## config.mk

```make
export PLATFORM = sky130hd
export DESIGN_NAME = fifo_pkt_drain_flat
export DESIGN_NICKNAME = d
export VERILOG_FILES = /design/src/rtl/fifo_pkt_drain_if.sv /design/src/rtl/fifo_pkt_drain.sv /design/src/flat_wrapper.sv
export SDC_FILE = /design/constraint.sdc
export NUM_CORES = 1
export LEC_CHECK = 0
export CORE_AREA = 4 4 108 161
export CTS_BUF_LIST = sky130_fd_sc_hd__clkbuf_4 sky130_fd_sc_hd__clkbuf_8
export DETAILED_ROUTE_END_ITERATION = 7
export DIE_AREA = 0 0 112 165
export GPL_TIMING_DRIVEN = 0
export PLACE_DENSITY_LB_ADDON = 0.12
export RECOVER_POWER = 50
export SYNTH_ARGS = -nofsm -noshare
export SYNTH_HDL_FRONTEND = slang
export SYNTH_SLANG_ARGS = --single-unit
```

## constraint.sdc

```tcl
create_clock -name glb_clk -period 2.2 [get_ports glb_clk]
set_clock_uncertainty 0.1 [all_clocks]
set_input_delay 0.44 -clock glb_clk [delete_from_list [all_inputs] [get_ports glb_clk]]
set_output_delay 0.44 -clock glb_clk [all_outputs]
set_load 0.02 [all_outputs]
```

## src/rtl/fifo_pkt_drain_if.sv

```systemverilog
// Port-FIFO / selector / output-stream bundle for the packet drain stage.
// The master modport is the drain itself; slave is the surrounding fabric.
`timescale 1ns/1ps
interface fifo_pkt_drain_if #(
   parameter int PORT_NUM = 6,
   parameter int DATA_W   = 32
);
   logic [7:0]                 fifo_sel_res_final;
   logic [PORT_NUM-1:0]        fifo_empty;
   logic [PORT_NUM-1:0]        fifo_eop;
   logic [PORT_NUM*DATA_W-1:0] fifo_dout;
   logic [PORT_NUM-1:0]        fifo_rd_en;
   logic                       out_valid;
   logic                       out_ready;
   logic [DATA_W-1:0]          out_data;
   logic                       out_sop;
   logic                       out_eop;
   logic [2:0]                 out_port;
   logic                       pkt_done;
   logic                       pkt_err;

   modport master (
      input  fifo_sel_res_final, fifo_empty, fifo_eop, fifo_dout, out_ready,
      output fifo_rd_en, out_valid, out_data, out_sop, out_eop, out_port,
             pkt_done, pkt_err
   );

   modport slave (
      output fifo_sel_res_final, fifo_empty, fifo_eop, fifo_dout, out_ready,
      input  fifo_rd_en, out_valid, out_data, out_sop, out_eop, out_port,
             pkt_done, pkt_err
   );
endinterface

```

## src/rtl/fifo_pkt_drain.sv

```systemverilog
// Latches one granted port, drains exactly one packet from its FWFT FIFO onto a
// registered valid/ready stream, then pauses a cycle before re-arbitrating.
`timescale 1ns/1ps
module fifo_pkt_drain #(
   parameter int PORT_NUM  = 6,
   parameter int DATA_W    = 32,
   parameter int MAX_WORDS = 1024
) (
   input logic              glb_clk,
   input logic              glb_areset_n,
   fifo_pkt_drain_if.master bus
);
   localparam int CNT_W = $clog2(MAX_WORDS + 1);

   typedef enum logic [1:0] {IDLE, XFER, FLUSH, DONE} state_t;

   state_t              r_state;
   logic [2:0]          r_cur_port;
   logic [CNT_W-1:0]    r_word_cnt;
   logic                r_out_valid;
   logic [DATA_W-1:0]   r_out_data;
   logic                r_out_sop;
   logic                r_out_eop;
   logic [2:0]          r_out_port;
   logic                r_pkt_done;
   logic                r_pkt_err;

   logic                w_head_empty;
   logic                w_head_eop;
   logic [DATA_W-1:0]   w_head_data;
   logic                w_pop;
   logic                w_last;
   logic                w_sel_ok;
   logic [PORT_NUM-1:0] w_rd_en;
   logic                w_unused;

   // NOTE: every combinational output gets a default before the loop so no path leaves it unassigned (no latch).
   always_comb begin
      w_head_empty = 1'b1;
      w_head_eop   = 1'b0;
      w_head_data  = '0;
      for (int p = 0; p < PORT_NUM; p++) begin
         if (r_cur_port == 3'(p)) begin
            w_head_empty = bus.fifo_empty[p];
            w_head_eop   = bus.fifo_eop[p];
            w_head_data  = bus.fifo_dout[p*DATA_W +: DATA_W];
         end
      end
   end

   assign w_pop    = (r_state == XFER) && !w_head_empty && (!r_out_valid || bus.out_ready);
   // The watchdog closes the packet on the last permitted word even without a head EOP.
   assign w_last   = w_head_eop || (r_word_cnt == CNT_W'(MAX_WORDS - 1));
   assign w_sel_ok = bus.fifo_sel_res_final[7] && (int'(bus.fifo_sel_res_final[2:0]) < PORT_NUM);
   assign w_unused = ^bus.fifo_sel_res_final[6:3];

   always_comb begin
      w_rd_en = '0;
      for (int p = 0; p < PORT_NUM; p++) begin
         w_rd_en[p] = w_pop && (r_cur_port == 3'(p));
      end
   end

   assign bus.fifo_rd_en = w_rd_en;
   assign bus.out_valid  = r_out_valid;
   assign bus.out_data   = r_out_data;
   assign bus.out_sop    = r_out_sop;
   assign bus.out_eop    = r_out_eop;
   assign bus.out_port   = r_out_port;
   assign bus.pkt_done   = r_pkt_done;
   assign bus.pkt_err    = r_pkt_err;

   // NOTE: sequential state uses non-blocking assignments so every register samples pre-edge values.
   always_ff @(posedge glb_clk or negedge glb_areset_n) begin
      if (!glb_areset_n) begin
         r_state     <= IDLE;
         r_cur_port  <= '0;
         r_word_cnt  <= '0;
         r_out_valid <= 1'b0;
         r_out_data  <= '0;
         r_out_sop   <= 1'b0;
         r_out_eop   <= 1'b0;
         r_out_port  <= '0;
         r_pkt_done  <= 1'b0;
         r_pkt_err   <= 1'b0;
      end else begin
         r_pkt_done <= 1'b0;
         r_pkt_err  <= 1'b0;

         if (w_pop) begin
            r_out_valid <= 1'b1;
            r_out_data  <= w_head_data;
            r_out_port  <= r_cur_port;
            r_out_sop   <= (r_word_cnt == '0);
            r_out_eop   <= w_last;
            r_word_cnt  <= r_word_cnt + CNT_W'(1);
         end else if (r_out_valid && bus.out_ready) begin
            r_out_valid <= 1'b0;
         end

         case (r_state)
            IDLE: begin
               if (w_sel_ok) begin
                  r_cur_port <= bus.fifo_sel_res_final[2:0];
                  r_word_cnt <= '0;
                  r_state    <= XFER;
               end
            end
            XFER: begin
               if (w_pop && w_last) begin
                  r_pkt_err <= !w_head_eop;
                  r_state   <= FLUSH;
               end
            end
            FLUSH: begin
               if (r_out_valid && bus.out_ready) begin
                  r_pkt_done <= 1'b1;
                  r_state    <= DONE;
               end
            end
            DONE:    r_state <= IDLE;
            default: r_state <= IDLE;
         endcase
      end
   end
endmodule
```

## src/flat_wrapper.sv

```systemverilog
// flat-port wrapper written by rule: the top's interface ports become plain ports
module fifo_pkt_drain_flat 
#(
   parameter int PORT_NUM  = 6,
   parameter int DATA_W    = 32,
   parameter int MAX_WORDS = 1024
)
  (glb_clk, glb_areset_n, bus_fifo_sel_res_final, bus_fifo_empty, bus_fifo_eop, bus_fifo_dout, bus_out_ready, bus_fifo_rd_en, bus_out_valid, bus_out_data, bus_out_sop, bus_out_eop, bus_out_port, bus_pkt_done, bus_pkt_err);
  fifo_pkt_drain_if #(.PORT_NUM(PORT_NUM), .DATA_W(DATA_W)) bus_i ();
  input logic glb_clk;
  input logic glb_areset_n;
  input wire logic [$bits(bus_i.fifo_sel_res_final)-1:0] bus_fifo_sel_res_final;
  input wire logic [$bits(bus_i.fifo_empty)-1:0] bus_fifo_empty;
  input wire logic [$bits(bus_i.fifo_eop)-1:0] bus_fifo_eop;
  input wire logic [$bits(bus_i.fifo_dout)-1:0] bus_fifo_dout;
  input wire logic [$bits(bus_i.out_ready)-1:0] bus_out_ready;
  output wire logic [$bits(bus_i.fifo_rd_en)-1:0] bus_fifo_rd_en;
  output wire logic [$bits(bus_i.out_valid)-1:0] bus_out_valid;
  output wire logic [$bits(bus_i.out_data)-1:0] bus_out_data;
  output wire logic [$bits(bus_i.out_sop)-1:0] bus_out_sop;
  output wire logic [$bits(bus_i.out_eop)-1:0] bus_out_eop;
  output wire logic [$bits(bus_i.out_port)-1:0] bus_out_port;
  output wire logic [$bits(bus_i.pkt_done)-1:0] bus_pkt_done;
  output wire logic [$bits(bus_i.pkt_err)-1:0] bus_pkt_err;
  assign bus_i.fifo_sel_res_final = bus_fifo_sel_res_final;
  assign bus_i.fifo_empty = bus_fifo_empty;
  assign bus_i.fifo_eop = bus_fifo_eop;
  assign bus_i.fifo_dout = bus_fifo_dout;
  assign bus_i.out_ready = bus_out_ready;
  assign bus_fifo_rd_en = bus_i.fifo_rd_en;
  assign bus_out_valid = bus_i.out_valid;
  assign bus_out_data = bus_i.out_data;
  assign bus_out_sop = bus_i.out_sop;
  assign bus_out_eop = bus_i.out_eop;
  assign bus_out_port = bus_i.out_port;
  assign bus_pkt_done = bus_i.pkt_done;
  assign bus_pkt_err = bus_i.pkt_err;
  fifo_pkt_drain #(.PORT_NUM(PORT_NUM), .DATA_W(DATA_W), .MAX_WORDS(MAX_WORDS)) u_core (.glb_clk(glb_clk), .glb_areset_n(glb_areset_n), .bus(bus_i));
endmodule
```

**Word-level counts from Yosys, hierarchy flattened**

Cells that the tools add are included.

- Logic and storage cells: 77
- Output and inout bits: 46
- Memories: 0
- Bits in registers: 56
- RAM bits: 0
- Input bits: 215
- Latch bits: 0
- ROM bits: 0

- Equality and inequality tests: 12
- Order comparisons: 1
- Shifts and indexed selects: 0
- Multiply operators: 0
- $add $sub $neg: 1
- Bitwise gates (word level): 0
- Reductions and logical operators: 22
- Muxes and demuxes: 31
- Div/mod/pow operators: 0

Operators with widths:

| kind | number |
|---|---|
| 2-to-1 mux 32 bit | 6 |
| 2-to-1 mux 11 bit | 3 |
| 2-to-1 mux 1 bit | 18 |
| adder 11 x 1 -> 11 bit, second input constant | 1 |
| == test 11 x 10 -> 1 bit, second input constant | 1 |
| logical AND 1 bit | 11 |
| logical NOT 11 bit | 1 |
| one-hot mux 2 bit (4 select lines) | 1 |
| == test 3 x 2 -> 1 bit, second input constant | 2 |
| == test 3 bit, second input constant | 2 |
| 2-to-1 mux 2 bit | 3 |
| == test 2 bit, second input constant | 2 |
| != test 2 x 1 -> 1 bit, second input constant | 2 |
| == test 3 x 1 -> 1 bit, second input constant | 1 |
| logical NOT 1 bit | 3 |
| logical NOT 3 bit | 1 |
| < comparator 3 bit, second input constant | 1 |
| AND reduction 3 bit | 1 |
| == test 2 x 1 -> 1 bit, second input constant | 1 |
| logical NOT 2 bit | 1 |
| logical OR 1 bit | 2 |
| != test 2 bit, second input constant | 1 |
| AND reduction 2 bit | 1 |
| nonzero test 2 bit | 1 |

**Logic depth before layout (Yosys ltp)**

Gate-level depths: netlist of the first run.

- Depth after elaboration: 13
- Gate-level depth with buffers: 8
- Mapped depth without buffers: 6

**Worst setup path after synthesis of the first run**

OpenSTA, ideal clock, no wires.

- Path kind: register to output
- Start: register u_core.r_cur_port[0]
- End: output port bus_fifo_rd_en[0]
- Setup slack: -0.303 ns
- Arrival: 1.963 ns
- Stages on the path, launching flop included: 8
- Required time: 1.660 ns
- Buffers on the path: 3
- Cells stage by stage: dfrtp_1 -> buf_6 -> mux2i_1 -> nand2_1 -> a21o_1 -> buf_6 -> clkbuf_1 -> nor4_1

- Cells in the longest elaborated chain, start to end: 11
- Elaborated cells on any way between the ends: 16
- Classes of those cells: 5 x eq/ne; 6 x mux; 5 x reduce/logical

RTL lines:

| what | RTL line | source |
|---|---|---|
| start, declared | fifo_pkt_drain.sv:18 | `logic [2:0] r_cur_port;` |
| start signal, assigned | fifo_pkt_drain.sv:104 | `r_cur_port <= bus.fifo_sel_res_final[2:0];` |
| logical NOT 3 bit | fifo_pkt_drain.sv:43, fifo_pkt_drain.sv:60 |  |
| 2-to-1 mux 1 bit (6 in series) | fifo_pkt_drain.sv:43 | `if (r_cur_port == 3'(p)) begin` |
| logical NOT 1 bit | fifo_pkt_drain.sv:51 | `assign w_pop = (r_state == XFER) && !w_head_empty && (!r_out_valid \|\| bus.out_ready);` |
| logical AND 1 bit (2 in series) | fifo_pkt_drain.sv:51 |  |
| logical AND 1 bit (*) | fifo_pkt_drain.sv:60 | `w_rd_en[p] = w_pop && (r_cur_port == 3'(p));` |
| end, declared | flat_wrapper.sv:17 | `output wire logic [$bits(bus_i.fifo_rd_en)-1:0] bus_fifo_rd_en;` |

Every way passes the cells marked *; elsewhere a longest branch is shown, timed or not.

**Worst setup path after layout of the first run**

- Start: register u_core.r_cur_port[2]
- End: output port bus_fifo_rd_en[0]

Same word-level chain as after synthesis.

==> flow_summary.toml, run 1 <==
[floorplanning]
start_util_pct = 24.3
core_region_area_um2 = 16000
die_h_um = 165
io_pins = 261
die_w_um = 112
row_count = 57
die-area_um2 = 18500

[cts]
clk_path_buf_depth = 2
htreeDepth = 2
numCtsBuffers = 5
clk_latency_ps = 320
cts-root-buf = "clkbuf_8"
cts_tree = "yes"
clock-sinks = 56
clk_pin_slew_ps = 110

[grt]
grt_pass1_vias = 5007
grt_pass1_wl_um = 27700
grt_overflow = 0
grt_max_degree = 38
antenna_found_initial = 0
grt_use_total_pct = 19.4

[worst_setup_path]
worst_path_max_delay_cell = "dfrtp_1"
rrSetupSlack_ps = 20
start_kind = "flop"
r2r-end = "u_core.r_state[1]"
crit_path_frequent_cell = "buf_6"
cp_cell_sequence = "buf_6 -> mux2i_1 -> o211ai_1 -> a21o_4 -> buf_6 -> clkbuf_16 -> nor4_4 -> buf_4"
worstReg2RegStart = "u_core.r_word_cnt[0]"
crit_family = "buffers and inverters"
end_kind = "output port"
critPathKind = "flop to output port"
crit_path_max_fanout = 5
required_ps = 1660
reg2reg_depth = 5
cp_data_arrival_time_ps = 1980
path_buf_inv = 4
setup.worst_path.start = "u_core.r_cur_port[2]"
crit_path_end = "bus_fifo_rd_en[0]"
worst-path-stages = 8
slowest_delay_ps = 410

[run_status]
violations = "negative setup slack"
outcome = "complete, but fails checks"

[yosys]
ys_ff_latch = 56
synthXorXnorAreaFrac_pct = 0.448
synthDistinctLibCells = 42
yosysSeqAreaShare_pct = 35.9
synth_top_family_by_area = "multiplexers"
yosys.area_share.adder_pct = 1.92
muxShareOfSynthArea_pct = 22.5
synth_compound_area_share_pct = 18.8
synth_area_um2 = 3910
syn_nets = 640
synthFlopType = "dfrtp_1"
ys_async_sr_fraction_pct = 100
synth_warnings = 0
synthCells = 419
synth-edff-count = 0
synthSimpleGateAreaFrac_pct = 15.2
synth.avg_cell_area_um2 = 9.32

[route]
routed_wl_um = 18800
highest_layer = "met4"
dr.pass1.iters = 5
m1WireLength_um = 6640
drc = 0
drtIter0Drc = 229
avgRoutedWirePerCell_um = 20.6
final_antenna_net_count = 0
met2_length_um = 10200
vias_per_cell = 5.00
wl_met3_um = 1380
via_count = 4557

[sta]
postLayoutSetupSlackWorst_ps = -322
slew_violations = 0
finalSetupViolCount = 6
slew_headroom_pct = 23.3
worstMarginPinSlew_ps = 1150
fin_crit_sh_pct = 115
clock.fmax_ghz = 0.396
rsz0062_at_grt = "true"
finalSetupTns_ps = -1640
finalHoldViolations = 0
period_needed_ps = 2520
whs_ps = 385

[placement]
hpwl_um = 15100
port_buffers = 256
post-place-ws_ps = -1250
gp_congestion = 0.852

[power]
peakVddDrop_uv = 255
p_int_uw = 1760
seq_power_share_pct = 45.8
power_density_nw_per_um2 = 307
p_clk_share_pct = 32.0
p_sw_uw = 485
p_comb_share_pct = 22.2
p_sw_share_pct = 21.6
p_leak_uw = 0.00317

[layout]
syn_to_final_growth_pct = 87.4
regArea_um2 = 1400
fin_nets = 926
multiInputGateArea_um2 = 2510
fillCellCount = 1603
drive_above_1_share_pct = 20.0
final_core_util_pct = 45.6
antennaDiodeCount = 0

[min_path]
hp-class = "flop to flop"

[run]
max_cap_violations = 0
## kinds of logic (layout without fill, tap and decap cells)
logic type                 after synthesis  count (layout)
muxes                                   72              72
buffers and inverters                   45             332
AOI/OAI and AO/OA                      107             107
and+or+nand+nor                        131             131
DFF                                     56              56
adders and majority gates                6               6
xor gates and xnor gates                 2               2
## cell usage in the layout (no fill, tap or decap), drive strengths merged, types with 9 or more instances in the layout
cell type | synthesis | layout
clkdlybuf4s50 | 0 | 249
nand2 | 67 | 67
dfrtp | 56 | 56
o21ai | 52 | 52
buf | 15 | 45
mux2 | 36 | 36
mux2i | 27 | 27
clkbuf | 22 | 27
nor2 | 25 | 25
a222oi | 24 | 24
a221oi | 10 | 10
mux4 | 9 | 9
## registers in the layout, summed over array words and instances (netlist names)
signal and count:
u_core.bus.out_data 32, u_core.r_word_cnt 11, u_core.bus.out_valid 1, u_core.bus.pkt_done 1, u_core.bus.out_sop 1, u_core.bus.out_port 3, u_core.r_cur_port 3, u_core.bus.out_eop 1
u_core.bus.pkt_err 1, u_core.r_state 2
## power groups by stage
stage	sequential, µW	clock (µW)	combinational, µW
floorplan	1050	0	75.6
global placement	1050	0	487
detailed placement	1050	0	496
CTS	1030	733	502
global route	1030	782	531
finish	1030	719	498
## synthesized netlist by cell type (2+ instances only)
cell type  number  area share [%]
and2_1          3            0.48
nor2b_1         3            0.48
or4_1           4            0.77
ha_1            6             1.9
nand3_1         8             1.0
nand4b_1        2            0.45
xnor2_1         2            0.45
or3_1           2            0.32
and3_1          5            0.80
a221oi_1        9             2.0
inv_1           7            0.67
mux2_2         36              10
nand2_1        67             6.4
a21oi_1         8             1.0
buf_6           3            0.86
mux4_2          9             5.2
o31ai_1         4            0.77
nor2_1         25             2.4
buf_2          10             1.3
clkbuf_1       22             2.1
nor4_1          5            0.80
nand2b_1        2            0.32
mux2i_1        27             6.9
buf_1           2            0.19
dfrtp_1        56              36
o21ai_0        52             6.7
a222oi_1       24             6.1
a21o_1          2            0.38
## per-layer routing
metal  global-route usage, %  vias to the layer above
li1                        -                     2149
met1                    19.8                     2180
met2                    37.3                      199
met3                    5.35                       29
met4                    7.05                        0
met5                       0                        -
## worst reg2reg max path, stage by stage (launching register included)
cell and delay, ps:
dfrtp_1 460, ha_2 260, nand2_2 150, or3_4 440, a221oi_4 310, mux2_2 370
## metrics by stage
stage / total power, µW / cell area, µm² / instances
3_5_place_dp: 1540 / 6760 / 882
3_3_place_gp: 1540 / 6750 / 881
4_1_cts: 2260 / 7160 / 905
5_1_grt: 2340 / 7320 / 912
6_report: 2250 / 7320 / 912
2_1_floorplan: 1120 / 3930 / 419
## how the worst min path moves through the flow
stage	depth (start not counted)	slack [ps]	endpoint	start
after floorplan	0	40	u_core.bus.out_data[0]	glb_areset_n
after global placement	2	360	u_core.bus.out_data[30]	u_core.bus.out_data[30]
after detailed placement	1	340	u_core.bus.pkt_done	glb_areset_n
after CTS	2	390	u_core.bus.out_data[6]	u_core.bus.out_data[6]
after global routing	2	400	u_core.bus.out_data[11]	u_core.bus.out_data[11]
final	2	390	u_core.bus.out_data[6]	u_core.bus.out_data[6]
## timing repair
action | in CTS | in global routing
pin swaps | 9 | 9
setup buffers | 15 | 8
resized for setup | 81 | 42
cloned | 1 | 0
hold endpoints to repair | 19 | 0
endpoints found under the setup margin | 48 | 45
hold buffers | 1 | 0
## cell type report
cell class,instances,area share [%]
Multi-Input combinational cell,318,34.3
Clock inverter,2,0.478
Buffer,34,3.49
Sequential cell,56,19.2
Timing Repair Buffer,282,37.6
Clock buffer,6,1.04
Inverter,8,0.410
Tap cell,206,3.52
Power figures use the tool's default switching activity.
==> run 2, diff against run 1 <==
Settings changed: RECOVER_POWER 50 to unset.
==> run 2 against run 1 <==
Critical path type unchanged. Flip-flop and latch count did not move. Non-clock buffer count did not move. Total power barely moved. Sequential share of layout area barely moved. Cell count did not move. Largest cell class unchanged. Via count barely moved. The run still ends with negative setup slack left. Final area rose by 0.14%.
==> flow_summary.toml, run 2 (synthesized netlist as in run 1, its figures left out) <==
[run_status]
outcome = "complete, but fails checks"
violations = "negative setup slack"

[grt]
grt_max_degree = 38
busiest_layer = "met2"
met3_usage_pct = 5.35
use_met1_pct = 19.8
use_met2_pct = 37.3
grt_pass1_vias = 5007
antenna_found_initial = 0
grt_use_total_pct = 19.4
grt_overflow = 0
grt_pass1_wl_um = 27700

[floorplanning]
core_region_area_um2 = 16000
die_w_um = 112
row_count = 57
io_pins = 261
die_h_um = 165
start_util_pct = 24.3
die-area_um2 = 18500

[sta]
worstMarginPinSlew_ps = 621
clock.fmax_ghz = 0.396
finalSetupViolCount = 6
postLayoutSetupSlackWorst_ps = -322
slew_headroom_pct = 58.6
fin_crit_sh_pct = 115
finalHoldViolations = 0
period_needed_ps = 2520
whs_ps = 385
finalSetupTns_ps = -1640
slew_violations = 0
rsz0062_at_grt = "true"

[power]
seq_power_share_pct = 45.8
peakVddDrop_uv = 255
p_sw_share_pct = 21.6
power_density_nw_per_um2 = 306
p_comb_share_pct = 22.2
p_int_uw = 1760
p_sw_uw = 484
p_clk_share_pct = 32.0
p_leak_uw = 0.00317

[route]
dr.pass1.iters = 6
drtIter0Drc = 227
avgRoutedWirePerCell_um = 20.6
drc = 0
via_count = 4556
routed_wl_um = 18700
final_antenna_net_count = 0
vias_per_cell = 5.00

[layout]
design_area_um2 = 7330
antennaDiodeCount = 0
largest_reg_flops = 32
syn_to_final_growth_pct = 87.7
fin_nets = 926
mostFrequentLayoutCell = "clkdlybuf4s50_1"
drive_above_1_share_pct = 20.1
final_cells = 912
final_cell_mix = "clkdlybuf4s50_1 (249), nand2_1 (65), dfrtp_1 (54)"

[worst_setup_path]
crit_path_max_fanout = 5
start_kind = "flop"
reg2reg_depth = 5
cp_data_arrival_time_ps = 1980
end_kind = "output port"
required_ps = 1660
critPathKind = "flop to output port"

[cts]
clk_latency_ps = 320
numCtsBuffers = 5
htreeDepth = 2
cts_tree = "yes"
clk_pin_slew_ps = 110
clock-sinks = 56
clk_path_buf_depth = 2
cts-root-buf = "clkbuf_8"

[placement]
dpl-instance-area_um2 = 6760
placedCellCount = 882
hpwl_um = 15100
port_buffers = 256
gp_congestion = 0.852

[min_path]
hp-class = "flop to flop"
min_path_cells = 2

[run]
max_cap_violations = 0
## run 2: changes by cell type in the layout (fill, tap and decap cells not counted)
| cell | delta |
|---|---|
| buf_12 | +1 |
| buf_2 | +1 |
| buf_6 | -1 |
| clkbuf_1 | -1 |
## run 2: path summary, 6_finish.rpt
| path | startpoint | end | slack (ps) |
|---|---|---|---|
| setup / recovery | u_core.r_cur_port[2] | bus_fifo_rd_en[0] | -320 |
| hold / removal | u_core.bus.out_data[6] | u_core.bus.out_data[6] | 390 |
| setup reg to reg | u_core.r_word_cnt[0] | u_core.r_state[1] | 20 |
| hold reg to reg | u_core.bus.out_data[6] | u_core.bus.out_data[6] | 390 |
| max in group asynchronous | glb_areset_n | u_core.r_word_cnt[3] | 900 |
| min in group asynchronous | glb_areset_n | u_core.bus.pkt_done | 500 |
## run 2: what timing repair did
action / CTS / global route
setup endpoints to repair: 48 / 45
hold endpoints to repair: 19 / 0
hold buffers: 1 / 0
pin swaps: 9 / 9
resized for setup: 81 / 42
cloned: 1 / 0
setup buffers: 15 / 8
## run 2: metrics by stage
| stage | total power, µW | util (%) | setup slack, ps |
|---|---|---|---|
| after detailed placement | 1540 | 42.1 | -1250 |
| after global routing | 2340 | 45.7 | -447 |
| after floorplan | 1120 | - | -94.6 |
| after global placement | 1540 | 42.0 | -1340 |
| final | 2250 | 45.7 | -322 |
| after CTS | 2260 | 44.6 | -434 |
## run 2: layout make-up
type                    instances  area [µm²]
plain buffers                  34         255
multi-input cells             318        2510
clock inverters                 2        35.0
flip-flops and latches         56        1400
clock buffers                   6        76.3
fillers                      1601        8710
repair buffers                282        2760
inverters                       8        30.0
well taps                     206         258
## run 2: metal layers
layer / up-vias / share of wire [%]
met5: - / 0
met1: 2180 / 35
met3: 29 / 7.3
met4: 0 / 2.7
met2: 197 / 55
li1: 2150 / -
## run 2: critical path: stages (launching register included)
cell and delay, ps:
dfrtp_1 410, buf_6 130, mux2i_1 140, o211ai_1 160, a21o_4 250, buf_6 120, clkbuf_16 150, nor4_4 110
buf_4 190
## run 2: power by group through the flow
stage | registers [µW] | clock network [µW] | logic [µW]
2_1_floorplan | 1050 | 0 | 75.6
3_3_place_gp | 1050 | 0 | 487
3_5_place_dp | 1050 | 0 | 496
4_1_cts | 1030 | 733 | 502
5_1_grt | 1030 | 782 | 533
6_report | 1030 | 719 | 500
==> run 3, diff against run 2 <==
Clock period 2.2 ns to 2.71 ns, I/O delays scaled along.
==> run 3 against run 2 <==
The run now ends clean. Final area down 3.9%. Via count decreased by 1.6%. Sequential share of layout area increased by 0.74 points. Sequential power down 19%. First-iteration DRC count decreased by 1.3%. Critical endpoint is now bus_fifo_rd_en[3]. Largest power group unchanged. Highest routed layer unchanged.
==> flow_summary.toml, run 3 (synthesized netlist as in run 1, its figures left out) <==
[cts]
numCtsBuffers = 5
cts-root-buf = "clkbuf_8"
clock-sinks = 56
htreeDepth = 2
cts_tree = "yes"
hold_buffers = 0
clk_pin_slew_ps = 100
clk_path_buf_depth = 2
clk_latency_ps = 320

[layout]
final_cell_mix = "clkdlybuf4s50_1 (247), nand2_1 (66), dfrtp_1 (56)"
largest_reg_flops = 32
final_core_util_pct = 43.9
fin_nets = 914
drive_above_1_share_pct = 15.1
syn_to_final_growth_pct = 80.4
antennaDiodeCount = 0
mostFrequentLayoutCell = "clkdlybuf4s50_1"

[power]
peakVddDrop_uv = 182
p_leak_uw = 0.00300
power_density_nw_per_um2 = 247

[placement]
gp_congestion = 0.829
hpwl_um = 15000
port_buffers = 256

[route]
vias_per_cell = 4.98
routed_wl_um = 18300
via_count = 4482
drtIter0Drc = 224
drc = 0
avgRoutedWirePerCell_um = 20.3
dr.pass1.iters = 6
final_antenna_net_count = 0

[grt]
antenna_found_initial = 0
grt_overflow = 0
grt_pass1_vias = 4865
grt_pass1_wl_um = 26800
grt_use_total_pct = 18.9
grt_max_degree = 38

[worst_setup_path]
crit_path_max_fanout = 5
r2r-end = "u_core.r_state[1]"
end_kind = "output port"
start_kind = "input port"
cp_data_arrival_time_ps = 2020
worstReg2RegStart = "u_core.r_cur_port[2]"
critPathKind = "input port to output port"
reg2reg_depth = 8
required_ps = 2070
rrSetupSlack_ps = 270

[run]
max_cap_violations = 0

[sta]
slew_violations = 0
worstMarginPinSlew_ps = 744
slew_headroom_pct = 50.4
finalSetupViolCount = 0
period_needed_ps = 2660
fin_crit_sh_pct = 98.1
rsz0062_at_grt = "true"
finalSetupTns_ps = 0
finalHoldViolations = 0
clock.fmax_ghz = 0.376

[floorplanning]
start_util_pct = 24.3
row_count = 57
die_w_um = 112
die_h_um = 165
die-area_um2 = 18500
core_region_area_um2 = 16000
io_pins = 261

[run_status]
outcome = "finished, final reports clean"

[min_path]
hp-class = "input port to async pin"
## run 3: cell types whose count changed in the layout (fill, tap and decap cells not counted), sizes merged
cell	change
dlygate4sd3	-1
buf	-10
bufinv	-1
dlymetal6s2s	+2
clkinv	-1
clkinvlp	+1
clkdlybuf4s50	-2
## run 3: final cells by class
cell class	instances	area, µm²
Fill cell	1609	9000
Inverter	8	30.0
Tap cell	206	258
Timing Repair Buffer	271	2680
Multi-Input combinational cell	318	2410
Buffer	33	176
Clock buffer	7	90.1
Sequential cell	56	1400
Clock inverter	1	7.51
## run 3: per-stage QoR
stage / cells / setup WS [ps] / hold slack, ps / total power, µW / area (µm²)
3_5_place_dp: 882 / -894 / 368 / 1250 / 6740
3_3_place_gp: 881 / -976 / 364 / 1250 / 6730
2_1_floorplan: 419 / 88.6 / 146 / 913 / 3910
6_report: 900 / 51.3 / 72.7 / 1740 / 7050
4_1_cts: 894 / 7.26 / 78.6 / 1760 / 6920
5_1_grt: 900 / -13.3 / 94.9 / 1830 / 7050
## run 3: how the worst max path moves through the flow
| stage | start | endpoint | cells past startpoint |
|---|---|---|---|
| 2_1_floorplan | bus_fifo_empty[4] | bus_fifo_rd_en[0] | 6 |
| 3_3_place_gp | glb_areset_n | u_core.bus.out_data[25] | 1 |
| 3_5_place_dp | bus_fifo_empty[4] | bus_fifo_rd_en[1] | 8 |
| 4_1_cts | bus_out_ready | bus_fifo_rd_en[3] | 8 |
| 5_1_grt | u_core.r_cur_port[2] | bus_fifo_rd_en[3] | 8 |
| 6_report | bus_fifo_empty[0] | bus_fifo_rd_en[3] | 8 |
## run 3: timing repair
action	CTS	global route
endpoints found under the hold margin	0	0
gates resized for setup	47	20
endpoints found under the setup margin	6	6
pin swaps	1	2
setup buffers	8	5
cloned	0	1
## run 3: power by group
group / leakage (µW) / internal (µW) / switching [µW]
combinational: 0.00219 / 308 / 91.3
clock: 0.0000479 / 219 / 288
sequential: 0.000757 / 835 / 0
total: 0.00300 / 1360 / 379
## run 3: critical path, stage by stage
cell and delay, ps:
clkdlybuf4s50_1 400, mux2i_1 140, o211ai_1 140, buf_4 190, a21oi_4 170, buf_6 140
and3_4 180, buf_6 120
## run 3: layer usage
| metal | routed length [µm] | track usage, % | vias up |
|---|---|---|---|
| li1 | - | - | 2124 |
| met1 | 6420 | 19.4 | 2138 |
| met2 | 10000 | 36.7 | 197 |
| met3 | 1380 | 5.28 | 23 |
| met4 | 448 | 5.85 | 0 |
| met5 | 0 | 0 | - |
